## src/rtl/debounce_pkg.sv

```systemverilog
// Shared constants and types for the button/switch input conditioner.
package debounce_pkg;

  localparam int N_BTN = 5;
  localparam int N_SW  = 8;

  // Debounce windows: short one for simulation, 10 ms at 100 MHz for the board build
  localparam int DEB_CYCLES_SIM   = 4;
  localparam int DEB_CYCLES_BOARD = 1_000_000;

  typedef enum logic [1:0] {
    LOW       = 2'd0,
    WAIT_HIGH = 2'd1,
    HIGH      = 2'd2,
    WAIT_LOW  = 2'd3
  } deb_state_t;

  function automatic int max_int(input int a, input int b);
    return (a > b) ? a : b;
  endfunction

endpackage

```

## src/rtl/debounce_chan.sv

```systemverilog
// One input line: 2-flop synchroniser, stability counter and level FSM
// with registered level plus one-cycle rise/fall pulses.
//
//   state     | meaning
//   LOW       | accepted level 0, synchronised input also 0
//   WAIT_HIGH | accepted level 0, input has been 1 for cnt cycles
//   HIGH      | accepted level 1, synchronised input also 1
//   WAIT_LOW  | accepted level 1, input has been 0 for cnt cycles
module debounce_chan
  import debounce_pkg::*;
#(
  parameter int DEBOUNCE_CYCLES = 100
) (
  input  logic sys_clk_in,
  input  logic sys_rst_n,
  input  logic pin,
  output logic level,
  output logic rise,
  output logic fall
);

  localparam int             CW      = $clog2(DEBOUNCE_CYCLES + 1);
  localparam logic [CW-1:0]  CNT_MAX = CW'(DEBOUNCE_CYCLES);

  logic          s1, s2;
  deb_state_t    state;
  logic [CW-1:0] cnt;
  logic [CW-1:0] cnt_nxt;

  // Entering a wait state counts the first stable cycle; the counter holds at max.
  always_comb begin
    cnt_nxt = cnt;
    if (state == LOW || state == HIGH) cnt_nxt = CW'(1);
    else if (cnt != CNT_MAX)           cnt_nxt = cnt + CW'(1);
  end

  always_ff @(posedge sys_clk_in or negedge sys_rst_n) begin
    if (!sys_rst_n) begin
      s1    <= 1'b0;
      s2    <= 1'b0;
      state <= LOW;
      cnt   <= '0;
      level <= 1'b0;
      rise  <= 1'b0;
      fall  <= 1'b0;
    end else begin
      s1   <= pin;
      s2   <= s1;
      rise <= 1'b0;
      fall <= 1'b0;
      case (state)
        LOW, WAIT_HIGH: begin
          if (!s2) begin
            state <= LOW;
            cnt   <= '0;
          end else if (cnt_nxt == CNT_MAX) begin
            state <= HIGH;
            cnt   <= '0;
            level <= 1'b1;
            rise  <= 1'b1;
          end else begin
            state <= WAIT_HIGH;
            cnt   <= cnt_nxt;
          end
        end
        HIGH, WAIT_LOW: begin
          if (s2) begin
            state <= HIGH;
            cnt   <= '0;
          end else if (cnt_nxt == CNT_MAX) begin
            state <= LOW;
            cnt   <= '0;
            level <= 1'b0;
            fall  <= 1'b1;
          end else begin
            state <= WAIT_LOW;
            cnt   <= cnt_nxt;
          end
        end
        default: begin
          state <= LOW;
          cnt   <= '0;
        end
      endcase
    end
  end

endmodule

```

## src/rtl/btn_sw_debounce.sv

```systemverilog
// Board input conditioner: debounces 5 buttons and 8 switches, adds
// per-button auto-repeat and a combined switch-change pulse.
module btn_sw_debounce
  import debounce_pkg::*;
#(
  parameter int DEBOUNCE_CYCLES = 100,
  parameter int REPEAT_DELAY    = 500,
  parameter int REPEAT_PERIOD   = 200
) (
  input  logic             sys_clk_in,
  input  logic             sys_rst_n,
  input  logic [N_BTN-1:0] btn_pin,
  input  logic [N_SW-1:0]  sw_pin,
  output logic [N_BTN-1:0] btn_level,
  output logic [N_BTN-1:0] btn_press,
  output logic [N_BTN-1:0] btn_release,
  output logic [N_BTN-1:0] btn_repeat,
  output logic [N_SW-1:0]  sw_level,
  output logic             sw_change
);

  localparam int            RW   = $clog2(max_int(REPEAT_DELAY, REPEAT_PERIOD) + 1);
  localparam logic [RW-1:0] RD_V = RW'(REPEAT_DELAY);
  localparam logic [RW-1:0] RP_V = RW'(REPEAT_PERIOD);

  logic [N_SW-1:0] sw_rise, sw_fall;

  for (genvar i = 0; i < N_BTN; i++) begin : g_btn
    debounce_chan #(.DEBOUNCE_CYCLES(DEBOUNCE_CYCLES)) u_chan (
      .sys_clk_in (sys_clk_in),
      .sys_rst_n  (sys_rst_n),
      .pin        (btn_pin[i]),
      .level      (btn_level[i]),
      .rise       (btn_press[i]),
      .fall       (btn_release[i])
    );
  end

  for (genvar i = 0; i < N_SW; i++) begin : g_sw
    debounce_chan #(.DEBOUNCE_CYCLES(DEBOUNCE_CYCLES)) u_chan (
      .sys_clk_in (sys_clk_in),
      .sys_rst_n  (sys_rst_n),
      .pin        (sw_pin[i]),
      .level      (sw_level[i]),
      .rise       (sw_rise[i]),
      .fall       (sw_fall[i])
    );
  end

  assign sw_change = |(sw_rise | sw_fall);

  // rep_cnt counts cycles since the press pulse or the last repeat tick;
  // rep_armed selects the period once the initial delay has elapsed.
  logic [RW-1:0]    rep_cnt [N_BTN];
  logic [RW-1:0]    rep_nxt [N_BTN];
  logic [N_BTN-1:0] rep_hit, rep_tick, rep_armed;

  always_comb begin
    for (int i = 0; i < N_BTN; i++) begin
      rep_nxt[i] = btn_press[i] ? RW'(1) : rep_cnt[i] + RW'(1);
      rep_hit[i] = (rep_nxt[i] == (rep_armed[i] ? RP_V : RD_V));
    end
  end

  always_ff @(posedge sys_clk_in or negedge sys_rst_n) begin
    if (!sys_rst_n) begin
      for (int i = 0; i < N_BTN; i++) rep_cnt[i] <= '0;
      rep_tick  <= '0;
      rep_armed <= '0;
    end else begin
      for (int i = 0; i < N_BTN; i++) begin
        if (!btn_level[i]) begin
          rep_cnt[i]   <= '0;
          rep_tick[i]  <= 1'b0;
          rep_armed[i] <= 1'b0;
        end else if (rep_hit[i]) begin
          rep_cnt[i]   <= '0;
          rep_tick[i]  <= 1'b1;
          rep_armed[i] <= 1'b1;
        end else begin
          rep_cnt[i]  <= rep_nxt[i];
          rep_tick[i] <= 1'b0;
          if (btn_press[i]) rep_armed[i] <= 1'b0;
        end
      end
    end
  end

  // Gating with the level drops a tick that lands on the release edge.
  assign btn_repeat = btn_press | (rep_tick & btn_level);

endmodule
```

## config.mk

```make
export PLATFORM = sky130hd
export DESIGN_NAME = btn_sw_debounce
export DESIGN_NICKNAME = d
export VERILOG_FILES = /design/src/rtl/debounce_pkg.sv /design/src/rtl/debounce_chan.sv /design/src/rtl/btn_sw_debounce.sv
export SDC_FILE = /design/constraint.sdc
export NUM_CORES = 1
export LEC_CHECK = 0
export ABC_CLOCK_PERIOD_IN_PS = 5500
export CAP_MARGIN = 25
export CORE_ASPECT_RATIO = 1.2
export CORE_MARGIN = 4
export CORE_UTILIZATION = 60
export DETAILED_ROUTE_END_ITERATION = 7
export GPL_TIMING_DRIVEN = 0
export PLACE_DENSITY = 0.78
export SLEW_MARGIN = 20
export SYNTH_ARGS = -nofsm -noshare
export SYNTH_HDL_FRONTEND = slang
export SYNTH_SLANG_ARGS = --single-unit
```

## constraint.sdc

```tcl
create_clock -name sys_clk_in -period 5.5 [get_ports sys_clk_in]
set_input_delay 1.65 -clock sys_clk_in [delete_from_list [all_inputs] [get_ports sys_clk_in]]
set_output_delay 1.65 -clock sys_clk_in [all_outputs]
set_load 0.01 [all_outputs]
```

# Word-level counts from Yosys, hierarchy flattened
# Cells that the tools add are included.
# word_totals
input_bits,15
reg_bits,237
# op_classes
mux,318
n_reduce_logical,66
n_bitwise,3
n_eq_ne,127
n_addsub,18
# op_table
cell,count
$mux 7,65
$pmux 7 s2,13
$mux 9,20
$mux 1,142
$mux 2,52
$add 7x1->7 const B,13
$eq 7x7->1 const B,13
$ne 7x7->1 const B,13
$ne 2x1->1 const B,39
$eq 2x2->1 const B,26
$pmux 2 s2,13
$reduce_and 4->1,13
$reduce_or 2->1,26
$add 9x1->9 const B,5
$eq 9x9->1,5
$eq 2x1->1 const B,13
$logic_not 2->1,13
$ne 2x2->1 const B,13
$pmux 1 s2,13
$ne 3x3->1 const B,5
$logic_or 1x1->1,13
$or 8x8->8,1
$reduce_or 8->1,1
$and 5x5->5,1
$or 5x5->5,1

# Longest topological paths before layout
# Gate-level depths: netlist of the first run.
# logic_depth
word_depth,7
ltp_mapped,10
ltp_nobuf,8

# By module
# A second synthesis of the first run with hierarchy kept.
# unflattened
cells_unflattened,1251
area_unflattened_um2,13573.0
# by_module_without_submodules
module,area_per_inst_um2,n_inst,cells_per_inst
debounce_chan (g_btn[0].u_chan ...),834.6,8,72
debounce_chan (g_sw[3].u_chan ...),749.5,5,69
btn_sw_debounce,3149.3,1,330

# Worst setup path before layout of the first run
# Ideal clock, no wire load.
# synth_path
path_type,register -> output
startpoint,reg g_sw[5].u_chan.rise
endpoint,out sw_change
required_time_ps,3850
slack_ps,3084
stages_incl_launch_ff,3
arrival_time_ps,766
n_path_buf,0
path_cell_list,dfrtp_1 > nor4_1 > nand4_1
# synth_between
elab_chain_cells,2
# synth_rtl
item,line_no,text
from (decl),debounce_chan.sv:18,"output logic rise,"
from (signal assigned),debounce_chan.sv:44,rise <= 1'b0;
from (signal assigned),debounce_chan.sv:49,rise <= 1'b0;
from (signal assigned),debounce_chan.sv:60,rise <= 1'b1;
$or 8x8->8,btn_sw_debounce.sv:50,assign sw_change = |(sw_rise | sw_fall);
$reduce_or 8->1,btn_sw_debounce.sv:50,
to (decl),btn_sw_debounce.sv:19,output logic sw_change
# No other way between the ends.

# Worst setup path after layout of the first run
# layout_path
startpoint,reg g_sw[4].u_chan.rise
endpoint,out sw_change
# layout_between
elab_chain_cells,2
# layout_rtl
item,line_no
from (decl),debounce_chan.sv:18
from (signal assigned),debounce_chan.sv:44
from (signal assigned),debounce_chan.sv:49
from (signal assigned),debounce_chan.sv:60
$or 8x8->8,btn_sw_debounce.sv:50
$reduce_or 8->1,btn_sw_debounce.sv:50
# No other way between the ends.

==> summary.md, run 1 <==
| Metric | Value |
|---|---|
| Synth Flop Type | dfrtp_1 |
| Final setup viols | 0 |
| H-Tree Depth | 1 |
| Sw frac | 21.67% |
| Pwr Total | 3.569 mW |
| Detailed-route via count | 8963 |
| Post-CTS sizing | 0 |
| Pins Over Slew Limit | 0 |
| Synth Register Bits | 237 |
| Layout cells sized above 1 | 9.611% |
| Crit path buf inv count | 1 |
| Worst-path clk slew | 0.06 ns |
| Power Dens Cells | 254.5 mW/mm^2 |
| DRC viols | 0 |
| Largest cells by area after synthesis | dfrtp_1 (48%), xnor2_1 (4.5%), xor2_1 (4.2%) |
| Detail Route met2 WL | 11.38 mm |
| Critical path's largest stage delay | 0.51 ns |
| Core area | about 0.020 sq mm |
| Highest Signal Layer | met4 |
| Final cell count without fillers | 1576 |
| Number of global-route vias before repair | 8834 |
| Drt pass-1 iters | 7 |
| Routed wl met3 | 670 microns |
| Net Sw Power | 0.7734 mW |
| Ant diodes | 0 |
| Leakage | 6.058 nW |
| Syn_area_per_cell | between 10 and 15 sq um |
| CP max FO | 1 |
| Max IR drop VDD | 213.8 uV |
| Synth top area share | between 40% and 50% |
| Total track usage | slightly below 20% |
| Arrival time at the worst endpoint | 1.93 ns |
| Post-Route M1 WL | 9.486 mm |
| Clock buffer depth | 3 |
| Final Cycle Share | 65.10% |
| Root buf cell | clkbuf_16 |
| Rows | 57 |
| Initial antenna violation count | 0 |
| Worst path top cell family by delay | simple AND/OR/NAND/NOR gates |
| Horiz. Die Dim | about 140 microns |
| Clock power share | between 40% and 50% |
| Starting Density | 61.19% |
| I/O Buffers | 43 |
| Critical-path top delay cell | clkdlybuf4s50_1 |
| Final Critical Period | approximately 3.6 ns |
| CTS tree | built |
| DRT antenna net count | 0 |
| Post-Place Cells | 1531 |
| Wire per inst | 13.93 microns |
| CP Capture Type | primary output |
| Worst-Skew Late Latency | 0.51 ns |
| Die Area | 0.02303 sq mm |
| Final hold violation count | 0 |
| Setup Fix Bufs, Post-CTS | 0 |
| HPWL Detailed | ~15 mm |
| Worst hold slack | 0.3451 ns |
| Hold crit path type | reg2reg |
| Worst-Margin Slew | ~0.59 ns |
| First-pass GRT wire length | 38.68 mm |
| Pint | 2.795 mW |
| Synth Warn # | 0 |
| GPL Wtd Cong | approximately 0.9 |
| Net Count, Synth | 1267 |
| I/O pins | 44 |
| Crit-path cells | nor4_1 -> nand4_1 -> clkdlybuf4s50_1 |
| Largest net degree at the start of global routing | 88 |
| Skew final | 0.01180 ns |
| Synth Instances | 1221 |
| Part of the power in combinational logic | under 10% |
| Unrepaired setup endpoints after global routing | false |
| Post-synth cell types | 91 |
| P&R area growth vs syn | 13.13% |
| Post-layout util | 69.22% |
| Final wirelength | 21.95 mm |
| Layout Nets | 1339 |
| CP Class | reg2out |
| Sequential share of the synthesized area | approximately 48% |
| CTS Buf Count | 25 |
| Final setup TNS | 0 ns |
| Critical Path Start Type | flip-flop |
| Ys async rst share | 100.0% |
| Clk sinks | 237 |
| Vias/cell | roughly 5.7 |
| Fill count | 1535 |
| Outcome | finished, final reports clean |
| Hold_buf cts | 0 |
| Max Cap Viol | 0 |
| Worst EP required | just under 4 ns |
| Initial DRC count | 415 |
| Flop pwr share | 50.6% |
| Fmax | between 0.2 and 0.3 GHz |
| Rel. slew slack | 60.80% |
| Die Span Y | 165.4 microns |
| Post-synthesis cell area | 0.01239 sq mm |
| Largest area contributor in the netlist | dfrtp_1 |
| Total grt overflow | 0 |
| Post-synth EDFFs | 0 |
==> power by group through the flow <==
stage / Combinational, mW / Sequential, mW / Clock (mW)
after floorplan: 0.0814 / 1.83 / 0
final: 0.147 / 1.81 / 1.61
after detailed placement: 0.150 / 1.84 / 0
after CTS: 0.151 / 1.81 / 1.67
after global routing: 0.170 / 1.81 / 1.75
after global placement: 0.140 / 1.84 / 0
==> sequential cells by signal, indices dropped and copies added (netlist names), 8 cells and up <==
name and cells:
g_sw.u_chan.cnt 56, rep_cnt 45, g_btn.u_chan.cnt 35, g_sw.u_chan.state 16, g_btn.u_chan.state 10, g_sw.u_chan.fall 8
g_sw.u_chan.level 8, g_sw.u_chan.rise 8, g_sw.u_chan.s1 8, g_sw.u_chan.s2 8
==> path summary, 6_finish.rpt <==
check	depth (start not counted)	slack, ns	startpoint	endpoint
min in group asynchronous	1	1.11	sys_rst_n	g_sw[3].u_chan.cnt[4]
max in group asynchronous	2	3.58	sys_rst_n	g_sw[4].u_chan.level
min	0	0.35	g_btn[1].u_chan.s1	g_btn[1].u_chan.s2
min reg2reg	0	0.35	g_btn[1].u_chan.s1	g_btn[1].u_chan.s2
max	3	1.92	g_sw[4].u_chan.rise	sw_change
max reg2reg	8	2.81	g_btn[4].u_chan.cnt[0]	g_btn[4].u_chan.level
==> cell usage in the layout, fill, tap and decap left out, drive strengths merged, types with 5 or more instances in the layout <==
cell           Yosys  layout
nor4bb             8       8
o211ai             6       6
a21o               6       6
a21oi             30      30
nand3             55      55
clkinv             0       6
mux2i             16      16
nor3b             20      20
dfrtp            237     237
a31oi              9       9
or3               13      13
and4               8       8
nand3b             6       6
inv               61      61
and3              16      16
nor2b             29      29
clkbuf             5      43
nand4             24      24
nand4b             7       7
xnor2             63      63
ha                31      31
o21ai             32      32
nor4              15      15
buf               40      43
clkdlybuf4s50      0      42
nand2b            26      26
and4b             10      10
o31ai              5       5
nor3              69      69
xor2              60      60
a211oi            16      16
nor2             109     109
nand2             88      88
and2              26      26
nand4bb            5       5
mux2              12      12
o2111a             5       5
==> layer usage <==
layer	up-vias	GRT usage (%)
li1	4438	-
met2	110	36.21
met1	4375	23.41
met4	0	5.205
met5	-	0
met3	40	2.765
==> worst register-to-register path, cell delays in order (launching register included) <==
cell      delay [ns]
dfrtp_1         0.45
inv_1           0.17
ha_1            0.16
nand4b_1        0.20
nor3_2          0.37
mux2_2          0.42
nor4_4          0.40
nor2_1          0.08
or3_1           0.31
==> cells by family after synthesis <==
group / synth area share (%)
multiplexers: 2.413
AO/OA/AOI/OAI: 8.804
adder cells (fa/ha/maj): 3.130
XOR/XNOR: 8.693
flip-flops: 47.85
AND/OR/NAND/NOR: 24.94
buffers and inverters: 4.170
==> stage by stage <==
| step | cell area, sq um | worst slack, ns |
|---|---|---|
| after floorplan | 12390 | 3.084 |
| after global placement | 13160 | -7.220 |
| after detailed placement | 13220 | 2.424 |
| after CTS | 14020 | 1.881 |
| after global routing | 14020 | 1.838 |
| final | 14020 | 1.920 |
==> cells in the mapped netlist (all sizes together), types with 4 or more instances <==
| cell | n |
|---|---|
| a211oi | 16 |
| a21o | 6 |
| a21oi | 30 |
| a31oi | 9 |
| and2 | 26 |
| and3 | 16 |
| and4 | 8 |
| and4b | 10 |
| buf | 40 |
| clkbuf | 5 |
| dfrtp | 237 |
| ha | 31 |
| inv | 61 |
| mux2 | 12 |
| mux2i | 16 |
| nand2 | 88 |
| nand2b | 26 |
| nand3 | 55 |
| nand3b | 6 |
| nand4 | 24 |
| nand4b | 7 |
| nand4bb | 5 |
| nor2 | 109 |
| nor2b | 29 |
| nor3 | 69 |
| nor3b | 20 |
| nor4 | 15 |
| nor4bb | 8 |
| o2111a | 5 |
| o211ai | 6 |
| o21ai | 32 |
| o22ai | 4 |
| o31a | 4 |
| o31ai | 5 |
| or2 | 4 |
| or3 | 13 |
| xnor2 | 63 |
| xor2 | 60 |
==> layout make-up <==
cell class                      count  area [sq um]  area share [%]
Multi-Input combinational cell    878          5946           42.41
Sequential cell                   237          5931           42.30
Clock buffer                       38         734.5           5.238
Timing Repair Buffer               45         490.5           3.498
Tap cell                          265         331.6           2.365
Buffer                             45         287.8           2.052
Inverter                           61         229.0           1.633
Clock inverter                      7         71.32          0.5087
Power figures use the tool's default switching activity.
==> run 2: changes to the inputs <==
Settings changed: ABC_CLOCK_PERIOD_IN_PS 5500 to 3200, CORE_UTILIZATION 60 to 56, PLACE_DENSITY 0.78 to 0.77.
Clock period 5.5 ns to 3.2 ns, I/O delays scaled along.
==> run 2 against run 1 <==
Effect of this change:
- worst setup slack got worse by 1.7 ns
- non-clock buffer count unchanged
- combinational power increased by 71%
- first-iteration DRC count decreased by 0.48%
- flip-flop and latch count unchanged
- via count decreased by 0.48%
- power increased by 77%
- global-route usage decreased by 0.77 points
- largest cell class unchanged
- clock power increased by 83%
- sequential share of layout area decreased by 0.17 points
- worst hold slack improved by 0.0016 ns
- wire length decreased by 0.31%
- highest routed layer unchanged
==> summary.md, run 2 (synthesized netlist as in run 1, its figures left out) <==
| Metric | Value |
|---|---|
| Outcome | finished, final reports clean |
| Skew final | 0.008598 ns (-0.003207 ns) |
| CP Capture Type | primary output |
| Commonest non-fill, non-tap cell in the layout | dfrtp_1 |
| Number of global-route vias before repair | 8885 (+0.58%) |
| Rel. slew slack | 62.42% (+1.6 points) |
| Vias/cell | 5.628 (-1.0%) |
| Setup Fix Bufs, Post-CTS | 0 (unchanged) |
| I/O pins | 44 (unchanged) |
| Post-CTS sizing | 0 (unchanged) |
| Levels on crit path | 3 (unchanged) |
| Post-Place Cells | 1540 (+0.59%) |
| R2R depth | 8 (unchanged) |
| Wire per inst | 13.80 microns (-0.88%) |
| Total track usage | 18.54% (-0.77 points) |
| Root buf cell | clkbuf_16 |
| Worst-Skew Late Latency | 0.52 ns (about the same) |
| Biggest register | g_sw.u_chan.cnt |
| Worst path top cell family by delay | simple AND/OR/NAND/NOR gates |
| Power Dens Cells | 447.9 mW/mm^2 (+76%) |
| Largest regs | g_sw.u_chan.cnt: 56 flops, rep_cnt: 45 flops, g_btn.u_chan.cnt: 35 flops |
| Leakage | 6.082 nW (+0.39%) |
| HPWL Detailed | 15.30 mm (+0.67%) |
| Core area | 0.02170 sq mm (+7.2%) |
| Final setup viols | 0 (unchanged) |
| Pins Over Slew Limit | 0 (unchanged) |
| Drt pass-1 iters | 5 (-2) |
| Final worst slack | 0.2655 ns (-1.654 ns) |
| Layout cells sized above 1 | 9.687% (+0.076 points) |
| Fill count | 1762 (+15%) |
| CTS Buf Count | 26 (+4.0%) |
| CP endpoint | sw_change |
| Pint | 4.949 mW (+77%) |
| Worst-path clk slew | 0.06 ns (about the same) |
| Unrepaired setup endpoints after global routing | false |
| Commonest non-fill, non-tap cells in the layout | dfrtp_1 (237), nor2_1 (108), nand2_1 (88), nor3_1 (66), xnor2_1 (63) |
| CP Class | reg2out |
| Part of the power in combinational logic | 4.0% (about the same) |
| H-Tree Depth | 1 (unchanged) |
| Setup WS pre-CTS | 0.6289 ns (-1.795 ns) |
| Fmax | 0.3408 GHz |
| GPL Wtd Cong | 0.8585 (-2.2%) |
| Die Span Y | 171.0 microns (+3.3%) |
| CTS tree | built |
| Ant diodes | 0 (unchanged) |
| Detailed-route via count | 8920 (-0.48%) |
| Initial DRC count | 413 (-0.48%) |
| Final wirelength | 21.88 mm (-0.31%) |
| R2r endpoint | g_btn[4].u_chan.level |
| DRC viols | 0 (unchanged) |
| R2r startpoint | g_btn[4].u_chan.cnt[0] |
| Flop pwr share | 49.3% (-1.3 points) |
| Max Cap Viol | 0 (unchanged) |
| Horiz. Die Dim | 143.8 microns (+3.3%) |
| Crit path buf inv count | 1 (unchanged) |
| Total grt overflow | 0 (unchanged) |
| Arrival time at the worst endpoint | 1.97 ns (+0.04 ns) |
| I/O Buffers | 43 (unchanged) |
| Clk sinks | 237 (unchanged) |
| Max IR drop VDD | 520.8 uV (+140%) |
| Starting Density | 57.10% (-4.1 points) |
| Final cell count without fillers | 1585 (+0.57%) |
| CP startpoint | g_sw[0].u_chan.fall |
| Crit-path cells | nor4_1 -> nand4_1 -> clkdlybuf4s50_1 |
| Layout Nets | 1340 (+0.075%) |
| Hold_buf cts | 0 (unchanged) |
| Final Critical Period | about 2.9 ns |
| Critical Path Start Type | flip-flop |
| Clock buffer depth | 3 (unchanged) |
| Worst-Margin Slew | 0.5637 ns (-0.02423 ns) |
| Worst R2R Setup Slack | 0.61 ns (-2.20 ns) |
| Hold crit path type | reg2reg |
| Initial antenna violation count | 0 (unchanged) |
| Post-layout util | 64.87% (-4.4 points) |
| WHS Path Cells | 0 (unchanged) |
| DRT antenna net count | 0 (unchanged) |
| Pwr Total | 6.306 mW (+77%) |
| Worst EP required | 2.24 ns (-1.61 ns) |
| Final hold violation count | 0 (unchanged) |
| Rows | 59 (+3.5%) |
| Die Area | 0.02458 sq mm (+6.8%) |
| Clock power share | 46.7% (+1.5 points) |
| Max reg flops | 56 (unchanged) |
| Sw frac | 21.52% (-0.15 points) |
| Net Sw Power | 1.357 mW (+75%) |
| First-pass GRT wire length | 39.21 mm (+1.4%) |
| P&R area growth vs syn | 13.60% |
| CP max FO | 1 (unchanged) |
| Critical path's largest stage delay | 0.51 ns (about the same) |
| Largest net degree at the start of global routing | 92 (+4.5%) |
| Critical-path top delay cell | clkdlybuf4s50_1 |
| Final Cycle Share | 91.70% |
[run 2: metal layers]
layer / global-route usage (%) / share of wire [%] / vias up
met1: 23.02 / 43 / 4351
met3: 3.187 / 3.5 / 33
li1: - / - / 4421
met5: 0 / 0 / -
met2: 33.37 / 51 / 115
met4: 4.955 / 1.7 / 0
[run 2: worst register-to-register path, delay by kind of cell, from the launching register on]
kind | cells | cell delay (ns)
buffers and inverters | 1 | 0.15
and+or+nand+nor | 5 | 1.30
muxes | 1 | 0.42
DFF | 1 | 0.45
adders and majority gates | 1 | 0.16
[run 2: area by class of cell]
type	count	area [sq um]	share of cell area, %
plain buffers	45	287.8	2.044
inverters	61	229.0	1.626
flip-flops and latches	237	5931	42.13
multi-input cells	878	5946	42.23
clock buffers	38	767.0	5.448
repair buffers	45	490.5	3.484
well taps	274	342.8	2.435
clock inverters	7	85.08	0.6043
[run 2: how the worst min path moves through the flow]
| stage | start | end | slack [ns] |
|---|---|---|---|
| after floorplan | g_btn[0].u_chan.s1 | g_btn[0].u_chan.s2 | 0.33 |
| after global placement | g_sw[0].u_chan.s1 | g_sw[0].u_chan.s2 | 0.33 |
| after detailed placement | g_sw[0].u_chan.s1 | g_sw[0].u_chan.s2 | 0.34 |
| after CTS | g_sw[0].u_chan.s1 | g_sw[0].u_chan.s2 | 0.35 |
| after global routing | g_sw[7].u_chan.s1 | g_sw[7].u_chan.s2 | 0.35 |
| final | g_sw[0].u_chan.s1 | g_sw[0].u_chan.s2 | 0.35 |
[run 2: metrics by stage]
step	setup TNS (ns)	hold slack (ns)	area, sq um
2_1_floorplan	0	0.3312	12390
3_3_place_gp	-2088.04	0.3333	13170
3_5_place_dp	0	0.3355	13230
4_1_cts	0	0.3478	14080
5_1_grt	0	0.3537	14080
6_report	0	0.3466	14080
[run 2: power by group through the flow]
stage                     Sequential [mW]  Combinational, mW  Clock (mW)
after global routing                 3.11              0.293        3.18
after CTS                            3.11              0.259        3.04
final                                3.11              0.252        2.95
after floorplan                      3.14              0.140           0
after global placement               3.16              0.241           0
after detailed placement             3.16              0.257           0
